<file path="config.mk">
export PLATFORM = sky130hd
export DESIGN_NAME = spi_ctrl_tx
export DESIGN_NICKNAME = d
export VERILOG_FILES = /design/src/rtl/spi_ctrl_tx.sv
export SDC_FILE = /design/constraint.sdc
export NUM_CORES = 1
export LEC_CHECK = 0
export CORE_MARGIN = 5
export CORE_UTILIZATION = 54
export DETAILED_ROUTE_END_ITERATION = 12
export GPL_ROUTABILITY_DRIVEN = 0
export PLACE_DENSITY = 0.83
export SETUP_SLACK_MARGIN = 0.05
export SLEW_MARGIN = 20
export SYNTH_ARGS = -nofsm -noshare
export SYNTH_HDL_FRONTEND = slang
export SYNTH_SLANG_ARGS = --single-unit
export TNS_END_PERCENT = 10
</file>
<file path="constraint.sdc">
create_clock -name clk -period 2.8 [get_ports clk]
set_clock_uncertainty 0.1 [all_clocks]
set_input_delay 0.56 -clock clk [delete_from_list [all_inputs] [get_ports clk]]
set_output_delay 0.56 -clock clk [all_outputs]
set_load 0.02 [all_outputs]
</file>
<file path="src/rtl/spi_ctrl_tx.sv">
// spi_ctrl_tx: SPI mode-0 write-only master. Each accepted request sends a
// 16-bit frame {1'b1, addr[6:0], data[7:0]}, MSB first, then holds nCS high
// for CS_GAP cycles before the next request can be taken.
//
// Ports:
//   clk, rst_n        clock (rising edge), asynchronous active-low reset
//   in_valid/in_ready request handshake (ready only while idle)
//   in_addr, in_data  register address / write data, latched on accept
//   SCLK, COPI, nCS   SPI bus (SCLK idle low, nCS active low)
//   busy              high from the cycle after accept to the end of the gap
//   done              one-cycle pulse on the last gap cycle
//   err               one-cycle pulse on a rejected address
//
// Optional feature: define SPI_TX_ADDR_CHECK_EN to reject requests whose
// address exceeds MAX_ADDR; without it err is constant 0.
module spi_ctrl_tx #(
  parameter int unsigned HALF_PERIOD = 4,
  parameter int unsigned CS_GAP      = 8,
  parameter int unsigned MAX_ADDR    = 4
) (
  input  logic       clk,
  input  logic       rst_n,
  input  logic       in_valid,
  output logic       in_ready,
  input  logic [6:0] in_addr,
  input  logic [7:0] in_data,
  output logic       SCLK,
  output logic       COPI,
  output logic       nCS,
  output logic       busy,
  output logic       done,
  output logic       err
);

  typedef enum logic [2:0] {IDLE, LOW, HIGH, HOLD, GAP} state_t;

  localparam logic [7:0] HP_LAST  = 8'(HALF_PERIOD - 1);
  localparam logic [7:0] GAP_LAST = 8'(CS_GAP - 1);

  state_t      state_q, state_d;
  logic [7:0]  cnt_q, cnt_d;
  logic [3:0]  bit_q, bit_d;
  logic [15:0] shift_q, shift_d;
  logic        sclk_q, sclk_d;
  logic        copi_q, copi_d;
  logic        ncs_q, ncs_d;
  logic        busy_q, busy_d;
  logic        done_q, done_d;
  logic        err_q, err_d;
  logic        rdy_q, rdy_d;
  logic        addr_bad;

`ifdef SPI_TX_ADDR_CHECK_EN
  assign addr_bad = {25'd0, in_addr} > MAX_ADDR;
`else
  logic unused_max_addr;
  assign unused_max_addr = |MAX_ADDR;
  assign addr_bad        = 1'b0;
`endif

  always_comb begin
    state_d = state_q;
    cnt_d   = cnt_q;
    bit_d   = bit_q;
    shift_d = shift_q;
    err_d   = 1'b0;
    unique case (state_q)
      IDLE: begin
        if (in_valid) begin
          if (addr_bad) begin
            err_d = 1'b1;
          end else begin
            state_d = LOW;
            cnt_d   = '0;
            bit_d   = '0;
            shift_d = {1'b1, in_addr, in_data};
          end
        end
      end
      LOW: begin
        if (cnt_q == HP_LAST) begin
          state_d = HIGH;
          cnt_d   = '0;
        end else begin
          cnt_d = cnt_q + 8'd1;
        end
      end
      HIGH: begin
        if (cnt_q == HP_LAST) begin
          cnt_d = '0;
          if (bit_q == 4'd15) begin
            state_d = HOLD;
          end else begin
            state_d = LOW;
            bit_d   = bit_q + 4'd1;
            shift_d = {shift_q[14:0], 1'b0};
          end
        end else begin
          cnt_d = cnt_q + 8'd1;
        end
      end
      HOLD: begin
        if (cnt_q == HP_LAST) begin
          state_d = GAP;
          cnt_d   = '0;
        end else begin
          cnt_d = cnt_q + 8'd1;
        end
      end
      GAP: begin
        if (cnt_q == GAP_LAST) begin
          state_d = IDLE;
          cnt_d   = '0;
        end else begin
          cnt_d = cnt_q + 8'd1;
        end
      end
      default: state_d = IDLE;
    endcase

    // Outputs are decoded from the next state and registered, so every pin
    // comes straight from a flop and changes together with the state.
    sclk_d = (state_d == HIGH);
    ncs_d  = !((state_d == LOW) || (state_d == HIGH) || (state_d == HOLD));
    copi_d = ((state_d == LOW) || (state_d == HIGH)) && shift_d[15];
    busy_d = (state_d != IDLE);
    rdy_d  = (state_d == IDLE);
    done_d = (state_d == GAP) && (cnt_d == GAP_LAST);
  end

  always_ff @(posedge clk or negedge rst_n) begin
    if (!rst_n) begin
      state_q <= IDLE;
      cnt_q   <= '0;
      bit_q   <= '0;
      shift_q <= '0;
      sclk_q  <= 1'b0;
      copi_q  <= 1'b0;
      ncs_q   <= 1'b1;
      busy_q  <= 1'b0;
      done_q  <= 1'b0;
      err_q   <= 1'b0;
      rdy_q   <= 1'b1;
    end else begin
      state_q <= state_d;
      cnt_q   <= cnt_d;
      bit_q   <= bit_d;
      shift_q <= shift_d;
      sclk_q  <= sclk_d;
      copi_q  <= copi_d;
      ncs_q   <= ncs_d;
      busy_q  <= busy_d;
      done_q  <= done_d;
      err_q   <= err_d;
      rdy_q   <= rdy_d;
    end
  end

  assign in_ready = rdy_q;
  assign SCLK     = sclk_q;
  assign COPI     = copi_q;
  assign nCS      = ncs_q;
  assign busy     = busy_q;
  assign done     = done_q;
  assign err      = err_q;

endmodule

</file>
After elaboration in Yosys (flattened, before gate mapping)
Cells that the tools add are included.
Widths: inputs -> output; s select.
{ "totals": {"ramBits": 0, "input_bits": 18, "out_inout_bits": 7, "latch_bits": 0, "n_memories": 0, "regBits": 37, "romBits": 0} }
{ "classes": {"bitwise": 0, "reduce_logical": 11, "div_mod_pow": 0, "shift": 0, "add_sub_neg": 2, "n_lt_le_gt_ge": 0, "mul": 0, "eq_ne": 15, "muxes": 19} }
{ "ops": {"columns": ["op", "n"], "rows": [
  ["$mux 16", 3],
  ["$pmux 16 s2", 1],
  ["$mux 8", 3],
  ["$pmux 8 s3", 1],
  ["$eq 8x3->1 const B", 2],
  ["$mux 3", 5],
  ["$pmux 3 s5", 1],
  ["$eq 3x2->1 const B", 4],
  ["$mux 4", 3],
  ["$add 8x1->8 const B", 1],
  ["$eq 8x2->1 const B", 1],
  ["$pmux 4 s2", 1],
  ["$eq 3x1->1 const B", 2],
  ["$eq 3x3->1 const B", 2],
  ["$logic_not 3->1", 2],
  ["$ne 2x2->1 const B", 3],
  ["$add 4x1->4 const B", 1],
  ["$eq 4x4->1 const B", 1],
  ["$reduce_and 4->1", 1],
  ["$reduce_bool 3->1", 1],
  ["$reduce_or 3->1", 1],
  ["$logic_and 1x1->1", 2],
  ["$logic_or 1x1->1", 2],
  ["$mux 2", 1],
  ["2 further kinds", 2]
]} }

Longest topological paths before layout
{ "depth": {"ltp_word": 8, "ltp_mapped": 8, "ltp_nobuf": 6} }

Least setup slack after synthesis
OpenSTA, ideal clock, no wires.
{ "synth_timing": {"path_type": "register -> register", "start": "reg cnt_q[0]", "end": "reg done_q, in the netlist done", "setup_slack_ns": 0.766, "t_arrival_ns": 1.838, "setup_time_ns": 0.096, "path_stages_with_launch": 7, "cell_sequence": "dfrtp_1 ha_1 and4_2 a31oi_1 nor3_1 or4_1 nor4_2"} }
{ "synth_between": {"elab_chain_len": 5, "elab_cells_between_ends": 15, "cone_classes": "add/sub (1); eq/ne (4); mux (9); reduce/logical (1)"} }
{ "synth_lines": {"columns": ["element", "line", "source"], "rows": [
  ["start: declaration", "41", "logic [7:0] cnt_q, cnt_d;"],
  ["start signal: assignment", "146", "cnt_q <= cnt_d;"],
  ["$add 8x1->8, or another cell as far along", null, null],
  ["$mux 8, on equally long branches", null, null],
  ["$pmux 8 s3 (*)", "67", "unique case (state_q)"],
  ["via cnt_d[6]", "41", null],
  ["$eq 8x3->1 (*)", "128", "done_d = (state_d == GAP) && (cnt_d == GAP_LAST);"],
  ["$logic_and 1x1->1 (*)", "128", null],
  ["via done_d", "48", "logic done_q, done_d;"],
  ["end signal: assignment", "153", "done_q <= done_d;"],
  ["end: declaration", "48", null]
]} }
Mark *: on every way through the listed nets, which the timed path passes. The rest lies on a longest branch.
A chain may end at the register's enable or synchronous reset.

Worst setup path after layout
{ "layout_timing": {"start": "reg cnt_q[0]", "end": "reg bit_q[0]"} }
{ "layout_between": {"elab_chain_len": 3} }
{ "layout_lines": {"columns": ["element", "line", "source"], "rows": [
  ["$eq 8x2->1", "89", "if (cnt_q == HP_LAST) begin"],
  ["$ne 2x2->1 (no line)", null, null],
  ["$reduce_and 4->1 (no line)", null, null],
  ["end signal: assignment", "147", "bit_q <= bit_d;"],
  ["end: declaration", "42", "logic [3:0] bit_q, bit_d;"]
]} }
Every way passes these cells.

==> flow_metrics.tcl <==
set metrics [dict create \
    wl_per_cell_um 14.6 \
    firstDrtPassIters 4 \
    wirelength_um 3950 \
    register_area_um2 928 \
    cts_tree "yes" \
    end_kind "register" \
    ys_seq_area_share_pct 49.2 \
    cts_buffer_depth 2 \
    cts_hold_buf 0 \
    track_usage_pct 17.5 \
    path_delay_family "simple AND/OR/NAND/NOR gates" \
    relSlewSlack_pct 35.2 \
    dieArea_um2 4780 \
    area_delta_synth_final_pct 17.2 \
    sw_frac_of_total_pct 38.5 \
    drv_cap 0 \
    clockPowerShare_pct 18.7 \
    drive_above_1_share_pct 10.3 \
    synthTopCellsByCount "nand2_1 (42), dfrtp_1 (35), a22oi_1 (14), nor2_1 (12), a21oi_1 (9)" \
    synth_cell_types 51 \
    route.vias.total 1571 \
    switching_power_uw 777 \
    final_min_period_over_clock_period_pct 84.9 \
    fmax_mhz 420 \
    crit_buf_inv 0 \
    outcome "finished, final reports clean" \
    synth_ff_type "dfrtp_1" \
    grt_max_degree 38 \
    reg2reg_to "bit_q[0]" \
    ys_ff_latch 37 \
    p_leak_uw 0.000982 \
    synth_most_common_cell "nand2_1" \
    final.min_clock_period_ps 2380 \
    portBuffers 23 \
    pwr-share-seq_pct 45.1 \
    path_class "reg2reg" \
    syn_avg_cell_area_um2 9.35 \
    synth_top_cell_area_share_pct 46.4 \
    start_kind "register" \
    ff2ff_path_depth 5 \
    total_power_uw 2020 \
    viasPerCell 5.82 \
    regToRegSetupSlack_ps 420 \
    combPwrFrac_pct 36.1 \
    drc 0 \
    cp_num_cells 5 \
    core_area_um2 3360 \
    power.density_nw_per_um2 913 \
    multi_input_area_um2 881 \
    syn_inst 202 \
    async_flop_share_pct 100 \
    clk_latency_ps 360 \
    critPathSlowestCell "nor2_1" \
    clk_pin_slew_worst_paths_ps 130 \
    tightestPinTransition_ps 968 \
    rsz0062_at_grt "no" \
    intPower_uw 1240 \
    yosysTopAreaCell "dfrtp_1" \
    crit_fanout 15 \
    ir_drop_mv 0.539 \
    die_height_um 69.1 \
    final_max_slew_viol_count 0 \
    grt_pass1_vias 1410 \
    grt.overflow.total 0 \
    cts_setup_buffers 0 \
    grt_antenna_before_repair 0 \
    synth_edf_count 0 \
    drt_iter0_markers 115 \
    nets 243 \
    tns_ps 0 \
    cp.required_ps 2990 \
    syn_nets 222 \
    num_rows 21 \
    ant_nets 0 \
    die_w_um 69.1 \
    ctsRootBufferMaster "clkbuf_4" \
    grt_pass1_wl_um 6860 \
    path_cells "ha_1, nor3b_1, and4_1, nor2_1, mux2_2" \
    final-hold-violation-count 0 \
    cts_resized 0 \
    pin_count 25 \
    clkSinkCount 37 \
    ys_warn_count 0 \
    start_util_pct 56.1 \
    fill_cells 301 \
    cpPeakStageDelay_ps 750 \
    synth_area_um2 1890 \
    numCtsBuffers 5 \
    cts.htree.levels 2 \
    setup_violations 0 \
    dp_hpwl_um 2770 \
    synth_area_leaders "dfrtp_1 (46%), nand2_1 (8.3%), a22oi_1 (5.6%)" \
    num_antenna_cells 0 \
    hold_class "in2async" \
    reg2reg_from "cnt_q[0]" \
    arrival_ps 2570 \
]
==> worst max path at each step <==
stage                         from        to  slack (ps)
after floorplan           cnt_q[0]      done         770
after global placement    in_valid      done         400
after detailed placement  in_valid      done         310
after CTS                 cnt_q[0]  bit_q[0]         490
after global routing      cnt_q[0]  bit_q[0]         260
final                     cnt_q[0]  bit_q[0]         420
==> placed cells by master (no fill, tap or decap), drive strengths merged, types with 2 or more instances in the layout <==
cell type	synthesis	routed
o21bai	2	2
inv	4	4
o31ai	3	3
nor3b	3	3
nand3	4	4
clkbuf	4	5
a211oi	2	2
a32oi	2	2
nor2	12	12
ha	2	2
dfrtp	35	35
a22oi	14	14
o211ai	3	3
nor2b	3	3
nor4	3	3
and4	2	2
nor3	5	5
a21oi	10	10
nand4	2	2
buf	8	4
nand2b	3	3
or4	3	3
clkdlybuf4s50	0	22
a31oi	2	2
nand2	42	42
xor2	3	3
o21ai	8	8
or3b	2	2
dfstp	2	2
==> cell type report <==
type / count / share of cell area, %
repair buffers: 26 / 11.2
clock buffers: 5 / 1.70
clock inverters: 3 / 2.09
multi-input cells: 149 / 39.8
flip-flops and latches: 37 / 41.9
well taps: 46 / 2.60
inverters: 4 / 0.678
==> power groups by stage <==
stage / Clock [µW] / Sequential [µW] / Combinational (µW)
4_1_cts: 387 / 906 / 730
6_report: 379 / 911 / 730
3_5_place_dp: 0 / 917 / 728
3_3_place_gp: 0 / 911 / 717
5_1_grt: 411 / 946 / 827
2_1_floorplan: 0 / 883 / 532
==> kinds of logic (layout without fill, tap and decap cells) <==
kind of cell / count (synthesis) / in the layout / share of synthesized area (%)
AOI/OAI and AO/OA: 55 / 55 / 20.3
xor gates and xnor gates: 3 / 3 / 1.39
muxes: 1 / 1 / 0.596
other: 1 / 1 / 0.199
and+or+nand+nor: 87 / 87 / 22.9
adders and majority gates: 2 / 2 / 1.33
buffers and inverters: 16 / 38 / 4.17
DFF: 37 / 37 / 49.2
==> state kept, by name, indices dropped and copies added, names as in the netlist, 3 cells and up <==
| name | cells |
|---|---|
| shift_q | 16 |
| cnt_q | 8 |
| bit_q | 4 |
| state_q | 3 |
==> per-stage QoR <==
stage	hold slack, ps	setup WS [ps]	utilization [%]	area (µm²)	instances
2_1_floorplan	164	766	-	1890	202
3_3_place_gp	358	398	63.3	2130	262
3_5_place_dp	363	307	63.3	2130	262
4_1_cts	190	488	65.8	2210	270
5_1_grt	241	260	65.8	2210	270
6_report	172	422	65.8	2210	270
==> metal layers <==
layer	up-vias	GRT usage, %	share of wire (%)
met5	-	0	0
met4	0	5.86	1.5
met3	8	4.51	5.3
met2	46	25.1	45
met1	744	25.6	48
li1	773	-	-
(Power assumes the default switching activity.)
